`src/rtl/seq0356_pkg.sv`:
```
// Shared code table, FSM state type and code helpers for the 0-3-5-6 sequence checker.
package seq0356_pkg;

    localparam logic [3:0] C0 = 4'd0;
    localparam logic [3:0] C1 = 4'd3;
    localparam logic [3:0] C2 = 4'd5;
    localparam logic [3:0] C3 = 4'd6;

    typedef enum logic [1:0] {HUNT, SYNC, LOCKED, LOSS} state_t;

    // Illegal codes map to C0; callers only use the result for legal codes.
    function automatic logic [3:0] next_code(input logic [3:0] c);
        case (c)
            C0:      next_code = C1;
            C1:      next_code = C2;
            C2:      next_code = C3;
            C3:      next_code = C0;
            default: next_code = C0;
        endcase
    endfunction

    function automatic logic is_legal(input logic [3:0] c);
        is_legal = (c == C0) || (c == C1) || (c == C2) || (c == C3);
    endfunction

    function automatic logic [1:0] decode(input logic [3:0] c);
        case (c)
            C1:      decode = 2'd1;
            C2:      decode = 2'd2;
            C3:      decode = 2'd3;
            default: decode = 2'd0;
        endcase
    endfunction

endpackage

```
`src/rtl/seq_checker_0356_sat_counter.sv`:
```
// Saturating up-counter with synchronous clear; holds at all-ones.
module sat_counter #(
    parameter int W = 8
) (
    input  logic         clk,
    input  logic         clear,
    input  logic         inc,
    output logic [W-1:0] count
);

    logic [W-1:0] count_q;
    logic [W-1:0] count_d;

    always_comb begin
        count_d = count_q;
        if (inc && (count_q != {W{1'b1}})) begin
            count_d = count_q + W'(1);
        end
    end

    always_ff @(posedge clk) begin
        if (clear) begin
            count_q <= '0;
        end else begin
            count_q <= count_d;
        end
    end

    assign count = count_q;

endmodule

```
`src/rtl/seq_checker_0356.sv`:
```
// Receive-side checker for the 0-3-5-6 code stream: decodes, acquires lock,
// flags sequence errors with a flywheel expected code, and drops lock on repeated errors.
module seq_checker_0356
    import seq0356_pkg::*;
#(
    parameter int LOCK_COUNT  = 4,
    parameter int UNLOCK_ERRS = 2,
    parameter int ERR_CNT_W   = 8
) (
    input  logic                 clk,
    input  logic                 clear,
    input  logic                 valid,
    input  logic [3:0]           code,
    output logic [1:0]           idx,
    output logic                 idx_valid,
    output logic                 locked,
    output logic                 err,
    output logic                 err_sticky,
    output logic [ERR_CNT_W-1:0] err_count
);

    localparam logic [3:0] LOCK_CNT_4  = 4'(LOCK_COUNT);
    localparam logic [3:0] UNLOCK_E_4  = 4'(UNLOCK_ERRS);

    state_t     state_q, state_d;
    logic [3:0] good_cnt_q, good_cnt_d;
    logic [3:0] bad_cnt_q, bad_cnt_d;
    logic [3:0] exp_code_q, exp_code_d;
    logic [1:0] idx_q, idx_d;
    logic       idx_valid_q, idx_valid_d;
    logic       err_q, err_d;
    logic       err_sticky_q, err_sticky_d;

    logic legal;
    logic correct;

    assign legal   = is_legal(code);
    assign correct = legal && (code == exp_code_q);

    always_ff @(posedge clk) begin
        if (clear) begin
            state_q      <= HUNT;
            good_cnt_q   <= '0;
            bad_cnt_q    <= '0;
            exp_code_q   <= C0;
            idx_q        <= '0;
            idx_valid_q  <= 1'b0;
            err_q        <= 1'b0;
            err_sticky_q <= 1'b0;
        end else begin
            state_q      <= state_d;
            good_cnt_q   <= good_cnt_d;
            bad_cnt_q    <= bad_cnt_d;
            exp_code_q   <= exp_code_d;
            idx_q        <= idx_d;
            idx_valid_q  <= idx_valid_d;
            err_q        <= err_d;
            err_sticky_q <= err_sticky_d;
        end
    end

    always_comb begin
        state_d    = state_q;
        good_cnt_d = good_cnt_q;
        bad_cnt_d  = bad_cnt_q;
        exp_code_d = exp_code_q;
        if (valid) begin
            case (state_q)
                HUNT: begin
                    if (legal) begin
                        state_d    = SYNC;
                        good_cnt_d = 4'd1;
                        exp_code_d = next_code(code);
                    end
                end
                SYNC: begin
                    if (correct) begin
                        good_cnt_d = good_cnt_q + 4'd1;
                        exp_code_d = next_code(code);
                        if ((good_cnt_q + 4'd1) == LOCK_CNT_4) begin
                            state_d   = LOCKED;
                            bad_cnt_d = '0;
                        end
                    end else if (legal) begin
                        good_cnt_d = 4'd1;
                        exp_code_d = next_code(code);
                    end else begin
                        state_d    = HUNT;
                        good_cnt_d = '0;
                    end
                end
                LOCKED: begin
                    if (correct) begin
                        exp_code_d = next_code(code);
                    end else begin
                        // Flywheel: advance the expectation as if the right code had arrived.
                        exp_code_d = next_code(exp_code_q);
                        if (UNLOCK_ERRS == 1) begin
                            state_d    = HUNT;
                            good_cnt_d = '0;
                            bad_cnt_d  = '0;
                        end else begin
                            state_d   = LOSS;
                            bad_cnt_d = 4'd1;
                        end
                    end
                end
                LOSS: begin
                    if (correct) begin
                        state_d    = LOCKED;
                        bad_cnt_d  = '0;
                        exp_code_d = next_code(code);
                    end else begin
                        exp_code_d = next_code(exp_code_q);
                        bad_cnt_d  = bad_cnt_q + 4'd1;
                        if ((bad_cnt_q + 4'd1) == UNLOCK_E_4) begin
                            state_d    = HUNT;
                            good_cnt_d = '0;
                            bad_cnt_d  = '0;
                        end
                    end
                end
                default: state_d = HUNT;
            endcase
        end
    end

    always_comb begin
        idx_d        = idx_q;
        idx_valid_d  = 1'b0;
        err_d        = 1'b0;
        err_sticky_d = err_sticky_q;
        if (valid) begin
            if (legal) begin
                idx_d       = decode(code);
                idx_valid_d = 1'b1;
            end
            if (((state_q == LOCKED) || (state_q == LOSS)) && !correct) begin
                err_d        = 1'b1;
                err_sticky_d = 1'b1;
            end
        end
    end

    sat_counter #(
        .W(ERR_CNT_W)
    ) u_err_cnt (
        .clk   (clk),
        .clear (clear),
        .inc   (err_d),
        .count (err_count)
    );

    assign idx        = idx_q;
    assign idx_valid  = idx_valid_q;
    assign locked     = (state_q == LOCKED) || (state_q == LOSS);
    assign err        = err_q;
    assign err_sticky = err_sticky_q;

endmodule

```
`config.mk`:
```
export PLATFORM = sky130hd
export DESIGN_NAME = seq_checker_0356
export DESIGN_NICKNAME = d
export VERILOG_FILES = /design/src/rtl/seq0356_pkg.sv /design/src/rtl/seq_checker_0356_sat_counter.sv /design/src/rtl/seq_checker_0356.sv
export SDC_FILE = /design/constraint.sdc
export NUM_CORES = 1
export LEC_CHECK = 0
export CAP_MARGIN = 20
export CORE_ASPECT_RATIO = 1.5
export CORE_MARGIN = 4
export CORE_UTILIZATION = 49
export DETAILED_ROUTE_END_ITERATION = 16
export PLACE_DENSITY = 0.75
export SETUP_SLACK_MARGIN = 0.05
export SYNTH_ARGS = -nofsm -noshare
export SYNTH_HDL_FRONTEND = slang
export SYNTH_SLANG_ARGS = --single-unit
```
`constraint.sdc`:
```
create_clock -name clk -period 1.91 [get_ports clk]
set_input_delay 0.2865 -clock clk [delete_from_list [all_inputs] [get_ports clk]]
set_output_delay 0.2865 -clock clk [all_outputs]
set_load 0.03 [all_outputs]
```
# ---- Yosys cells after proc, flatten, opt, wreduce, memory -nomap -nowiden
# Cells that the tools add are included.
dict set report word_totals {
  register_bits 27
  latchBits 0
  ram_bits 0
  mem_bits_ro 0
  inputBits 7
  output_inout_bits 14
  word_cells 84
  n_memories 0
}
dict set report op_classes {
  add_sub_neg 3
  mul 0
  div_mod_pow 0
  order_cmp 0
  n_eq_ne 21
  n_shift 0
  muxes 30
  bitwise_logic 1
  reduce_logical 20
}
# op n
set ops {}
lappend ops {{2-to-1 mux 4 bit} 12}
lappend ops {{one-hot mux 4 bit (3 select lines)} 3}
lappend ops {{one-hot mux 3 bit (3 select lines)} 2}
lappend ops {{== test 4 x 3 -> 1 bit, second input constant} 4}
lappend ops {{2-to-1 mux 2 bit} 7}
lappend ops {{== test 4 x 2 -> 1 bit, second input constant} 3}
lappend ops {{inequality test 2 bit, second input constant} 6}
lappend ops {{AND reduction 5 bit} 2}
lappend ops {{inequality test 3 bit, second input constant} 3}
lappend ops {{adder 4 x 1 -> 4 bit, second input constant} 2}
lappend ops {{adder 8 x 1 -> 8 bit, second input constant} 1}
lappend ops {{logical NOT 4 bit} 2}
lappend ops {{inequality test 8 bit, second input constant} 1}
lappend ops {{one-hot mux 2 bit (4 select lines)} 1}
lappend ops {{one-hot mux 2 bit (3 select lines)} 1}
lappend ops {{AND reduction 6 bit} 1}
lappend ops {{nonzero test 3 bit} 2}
lappend ops {{== test 2 bit, second input constant} 2}
lappend ops {{== test 4 bit} 1}
lappend ops {{logical OR 1 bit} 4}
lappend ops {{2-to-1 mux 1 bit} 4}
lappend ops {{AND reduction 2 bit} 2}
lappend ops {{OR reduction 2 bit} 2}
lappend ops {{logical AND 1 bit} 3}
lappend ops {{4 further kinds} 4}

# ---- Logic depth before layout (Yosys ltp)
dict set report depth {
  depth_word 10
  ltp_mapped 7
  mapped_depth_nobuf 7
}

# ---- Hierarchy
# From an unflattened synthesis, not the netlist that was laid out.
dict set report unflattened {
  cells_unflattened 189
  hier_area_um2 1681.6
}
# mod n_inst cells_each area_per_inst_um2 seq_area_each_um2
set modules_own_cells {}
lappend modules_own_cells {seq_checker_0356 1 143 1251.2 380.4}
lappend modules_own_cells {sat_counter 1 46 430.4 160.2}

# ---- Least setup slack after synthesis
# Ideal clock, no wire load.
dict set report synth_timing {
  path_kind {reg-to-reg}
  startpoint {register bad_cnt_q[0]}
  endpoint {register good_cnt_q[0]}
  setup_time_ps 58
  t_arrival_ps 1970
  required_time_ps 1852
  path_slack_ps -118
  path_stages_with_launch 7
  n_path_buf 0
  synth_period_minus_slack_ps 2028
  path_cell_list {dfxtp_1 -> ha_1 -> or4b_2 -> o31ai_1 -> o21ai_0 -> a31oi_1 -> o221a_2}
}
dict set report synth_via {
  elab_chain_len 4
}
# item line_no
set synth_lines {}
lappend synth_lines {{from (decl)} seq_checker_0356.sv:27} ;# logic [3:0] bad_cnt_q, bad_cnt_d;
lappend synth_lines {{from (signal assigned)} seq_checker_0356.sv:53} ;# bad_cnt_q <= bad_cnt_d;
lappend synth_lines {{adder 4 x 1 -> 4 bit} seq_checker_0356.sv:116} ;# if ((bad_cnt_q + 4'd1) == UNLOCK_E_4) begin
lappend synth_lines {{== test 4 x 2 -> 1 bit} seq_checker_0356.sv:116}
lappend synth_lines {{inequality test 2 bit (no line)} --}
lappend synth_lines {{AND reduction 5 bit (no line)} --}
lappend synth_lines {{to (signal assigned)} seq_checker_0356.sv:52} ;# good_cnt_q <= good_cnt_d;
lappend synth_lines {{to (decl)} seq_checker_0356.sv:26} ;# logic [3:0] good_cnt_q, good_cnt_d;
# No other way between the ends.
# A chain may end at the register's enable or synchronous reset.

# ---- Worst setup path in the final report
dict set report layout_timing {
  startpoint {input port code[0]}
  endpoint {register bad_cnt_q[2]}
}
dict set report layout_via {
  elab_chain_len 7
  word_cells_on_any_way 14
  classes_between {6 x eq/ne; 2 x mux; 6 x reduce/logical}
}
# item line_no
set layout_lines {}
lappend layout_lines {{from (decl)} seq_checker_0356.sv:13} ;# input logic [3:0] code,
lappend layout_lines {{== test 4 x 2 -> 1 bit or logical NOT 4 bit (tied branches)} seq0356_pkg.sv:23} ;# is_legal = (c == C0) || (c == C1) || (c == C2) || (c == C3);
lappend layout_lines {{logical OR 1 bit (3 in a row)} seq0356_pkg.sv:23}
lappend layout_lines {{logical AND 1 bit *} seq_checker_0356.sv:38} ;# assign correct = legal && (code == exp_code_q);
lappend layout_lines {{inequality test 2 bit (no line) or 2-to-1 mux 4 bit (tied branches)} --}
lappend layout_lines {{AND reduction 5 bit (no line) or one-hot mux 4 bit (3 select lines) (tied branches)} --}
# Mark *: on every way between the ends. The rest lies on a longest branch, timed or not.

==> flow_metrics.env <==
export IMPL_status="completed"
export IMPL_drive_gt1_frac=0.279
export IMPL_fin_tns_setup_ns=0
export IMPL_final_nets=256
export IMPL_die_area_um2=4380
export IMPL_n_antenna_cell=0
export IMPL_clkTransAtPathRegs_ns=0.10
export IMPL_netlist_area_um2=1650
export IMPL_final_hold_viol_count=0
export IMPL_grt_setup_unrepaired="yes"
export IMPL_hold_end="err_sticky"
export IMPL_ys_ff_latch=27
export IMPL_vdd_drop_max_uv=504
export IMPL_synth_cell_types=50
export IMPL_timing_fmax_ghz=0.552
export IMPL_grt_pass1_wl_um=7850
export IMPL_async_flop_share=0
export IMPL_max_slew_worst_pin_slew_ns=0.420
export IMPL_ios=21
export IMPL_fin_skew_ns=0.00410
export IMPL_drtPass1Iterations=5
export IMPL_hold_buffers=0
export IMPL_grt_pass1_vias=1801
export IMPL_drt_iter0_drc=71
export IMPL_setup_viol=0
export IMPL_slowest_stage="or4_4"
export IMPL_area_delta_synth_final_pct=37.4
export IMPL_period_share=0.948
export IMPL_ys_seq_area_frac=0.327
export IMPL_maxSlewViolCount=0
export IMPL_htreeDepth=1
export IMPL_syn_nets=211
export IMPL_synth_edff_count=0
export IMPL_insertion_delay_ns=0.28
export IMPL_crit_type="primary input to register"
export IMPL_die_x_um=55.4
export IMPL_p_leak_uw=0.000848
export IMPL_start_util=0.518
export IMPL_fillCellCount=255
export IMPL_grt_usage=0.220
export IMPL_rrSetupSlack_ns=0.11
export IMPL_routed_via_density=6.13
export IMPL_most_common_layout_cells="35 x buf_4, 21 x dfxtp_1, 15 x nand2_1, 15 x clkdlybuf4s50_1, 13 x o21ai_0"
export IMPL_required_ns=2.11
export IMPL_numCtsBuffers=3
export IMPL_slew_headroom=0.719
export IMPL_grt_max_degree=22
export IMPL_cp_end_kind="register"
export IMPL_reg2reg_depth=7
export IMPL_synthFlopType="dfxtp_1"
export IMPL_cp_cell_sequence="dlygate4sd2_1 -> xor3_2 -> or2_4 -> o21ai_4 -> or4_4 -> a311oi_2"
export IMPL_slowest_delay_ns=0.54
export IMPL_r2r_end="good_cnt_q[0]"
export IMPL_final_common_cell="buf_4"
export IMPL_crit_start="code[0]"
export IMPL_min_path_type="register to register"
export IMPL_row_count=25
export IMPL_ys_warn_count=0
export IMPL_wl_um=4820
export IMPL_synthCells=200
export IMPL_final_min_clock_period_ns=1.81
export IMPL_holdWs_ns=0.462
export IMPL_drc=0
export IMPL_antenna_found_initial=0
export IMPL_post_synth_cell_area_avg_um2=8.26
export IMPL_clock_sinks=27
export IMPL_coreArea_um2=3190
export IMPL_min_path_cells=2
export IMPL_die_h_um=79.1
export IMPL_dpl_hpwl_um=3260
export IMPL_ant_nets=0
export IMPL_vias=1741
export IMPL_max_cap_viol_count=0
export IMPL_crit_path_start_kind="primary input"
export IMPL_totalPowerFinal_uw=1160
export IMPL_place_congestion=0.898
export IMPL_cts_tree="yes"
export IMPL_cts_root_buf="clkbuf_8"
export IMPL_r2r_start="bad_cnt_q[1]"
export IMPL_cp_max_fo=5
export IMPL_wire_per_inst_um=17.0
export IMPL_arrival_ns=2.02
export IMPL_hp_start="err_sticky"
export IMPL_cts_buffer_depth=2
export IMPL_port_buffers=20
export IMPL_grt_ovfl_total=0
export IMPL_powerDensity_nw_per_um2=511
==> area by class of cell <==
class | count | area [um^2] | share of cell area
clock buffer | 3 | 41.3 | 0.0182
clock inverter | 1 | 7.51 | 0.00331
inverter | 9 | 33.8 | 0.0149
multi-input combinational | 147 | 1110 | 0.489
sequential | 27 | 548 | 0.241
tap | 40 | 50.0 | 0.0221
timing repair buffer | 57 | 479 | 0.211
==> cell usage after synthesis, types with 2 or more instances <==
cell type   n  area share
o21a_1      2      0.0091
dfxtp_1    27        0.33
o31ai_1     5       0.023
ha_1        4       0.030
nand4_1     4       0.015
o2111ai_1   2       0.011
a21oi_1    13       0.039
nor2_1      9       0.020
buf_2       4       0.012
inv_1       9       0.020
and2_1      2      0.0076
clkbuf_1   11       0.025
buf_6       2       0.014
o32ai_1     3       0.016
nand2_1    15       0.034
nand3_1    12       0.036
xnor2_1     5       0.027
a21boi_0    2      0.0091
or4_1       3       0.014
nor3_1      8       0.024
a311oi_1    2       0.011
mux2i_1     4       0.024
o21ai_0    14       0.042
xor2_1      7       0.037
and3_1      4       0.015
or3_1       2      0.0076
nor3b_1     2      0.0091
==> through the flow <==
step | cell area [um^2] | util | setup slack [ns] | std cells
after global placement | 2050 | 0.643 | -0.355 | 271
after global routing | 2270 | 0.711 | -0.00770 | 284
after CTS | 2190 | 0.687 | 0.0506 | 280
final | 2270 | 0.711 | 0.0984 | 284
after floorplan | 1680 | - | 0.0288 | 200
after detailed placement | 2050 | 0.643 | -0.443 | 271
==> power by group <==
part / switching [uW] / internal, uW
registers: 15.4 / 574
logic: 124 / 101
clock network: 197 / 149
total: 336 / 824
==> per-layer routing <==
metal  vias to the layer above  track usage  share of wire
li1                        819            -              -
met5                         -            0              0
met4                         0        0.122          0.040
met1                       836        0.217           0.37
met2                        68        0.428           0.55
met3                        18       0.0358          0.042
==> kinds of logic after synthesis <==
| group | count (synthesis) | share of synthesized area |
|---|---|---|
| simple gates | 69 | 0.224 |
| flops | 27 | 0.327 |
| compound gates | 57 | 0.244 |
| buf+inv | 26 | 0.0712 |
| fa+ha+maj | 4 | 0.0303 |
| xor+xnor | 13 | 0.0788 |
| mux | 4 | 0.0242 |
==> registers in the layout, indices dropped and copies added (netlist names), named ones only <==
signal and cells:
bad_cnt_q 4, err 1, err_sticky 1, exp_code_q 4, good_cnt_q 4, idx 2, idx_valid 1, state_q 1
u_err_cnt.count 8
==> worst max path at each step <==
stage / end / depth (start not counted) / slack [ns]
6_report: bad_cnt_q[2] / 6 / 0.1
5_1_grt: u_err_cnt.count[5] / 7 / -0.008
4_1_cts: bad_cnt_q[2] / 6 / 0.05
3_5_place_dp: good_cnt_q[2] / 6 / -0.44
3_3_place_gp: bad_cnt_q[2] / 6 / -0.36
2_1_floorplan: good_cnt_q[0] / 6 / 0.03
==> worst max-delay path, delay by kind of cell <==
kind / cells / cell delay (ns)
simple gates: 2 / 0.78
compound gates: 2 / 0.33
xor+xnor: 1 / 0.36
buf+inv: 1 / 0.26
==> timing repair <==
item,4_1_cts,5_1_grt
gates resized for setup,15,14
pin swaps,7,6
buffers inserted,5,4
endpoints found under the setup margin,20,10
No activity file was read; power rests on OpenSTA's default activity.
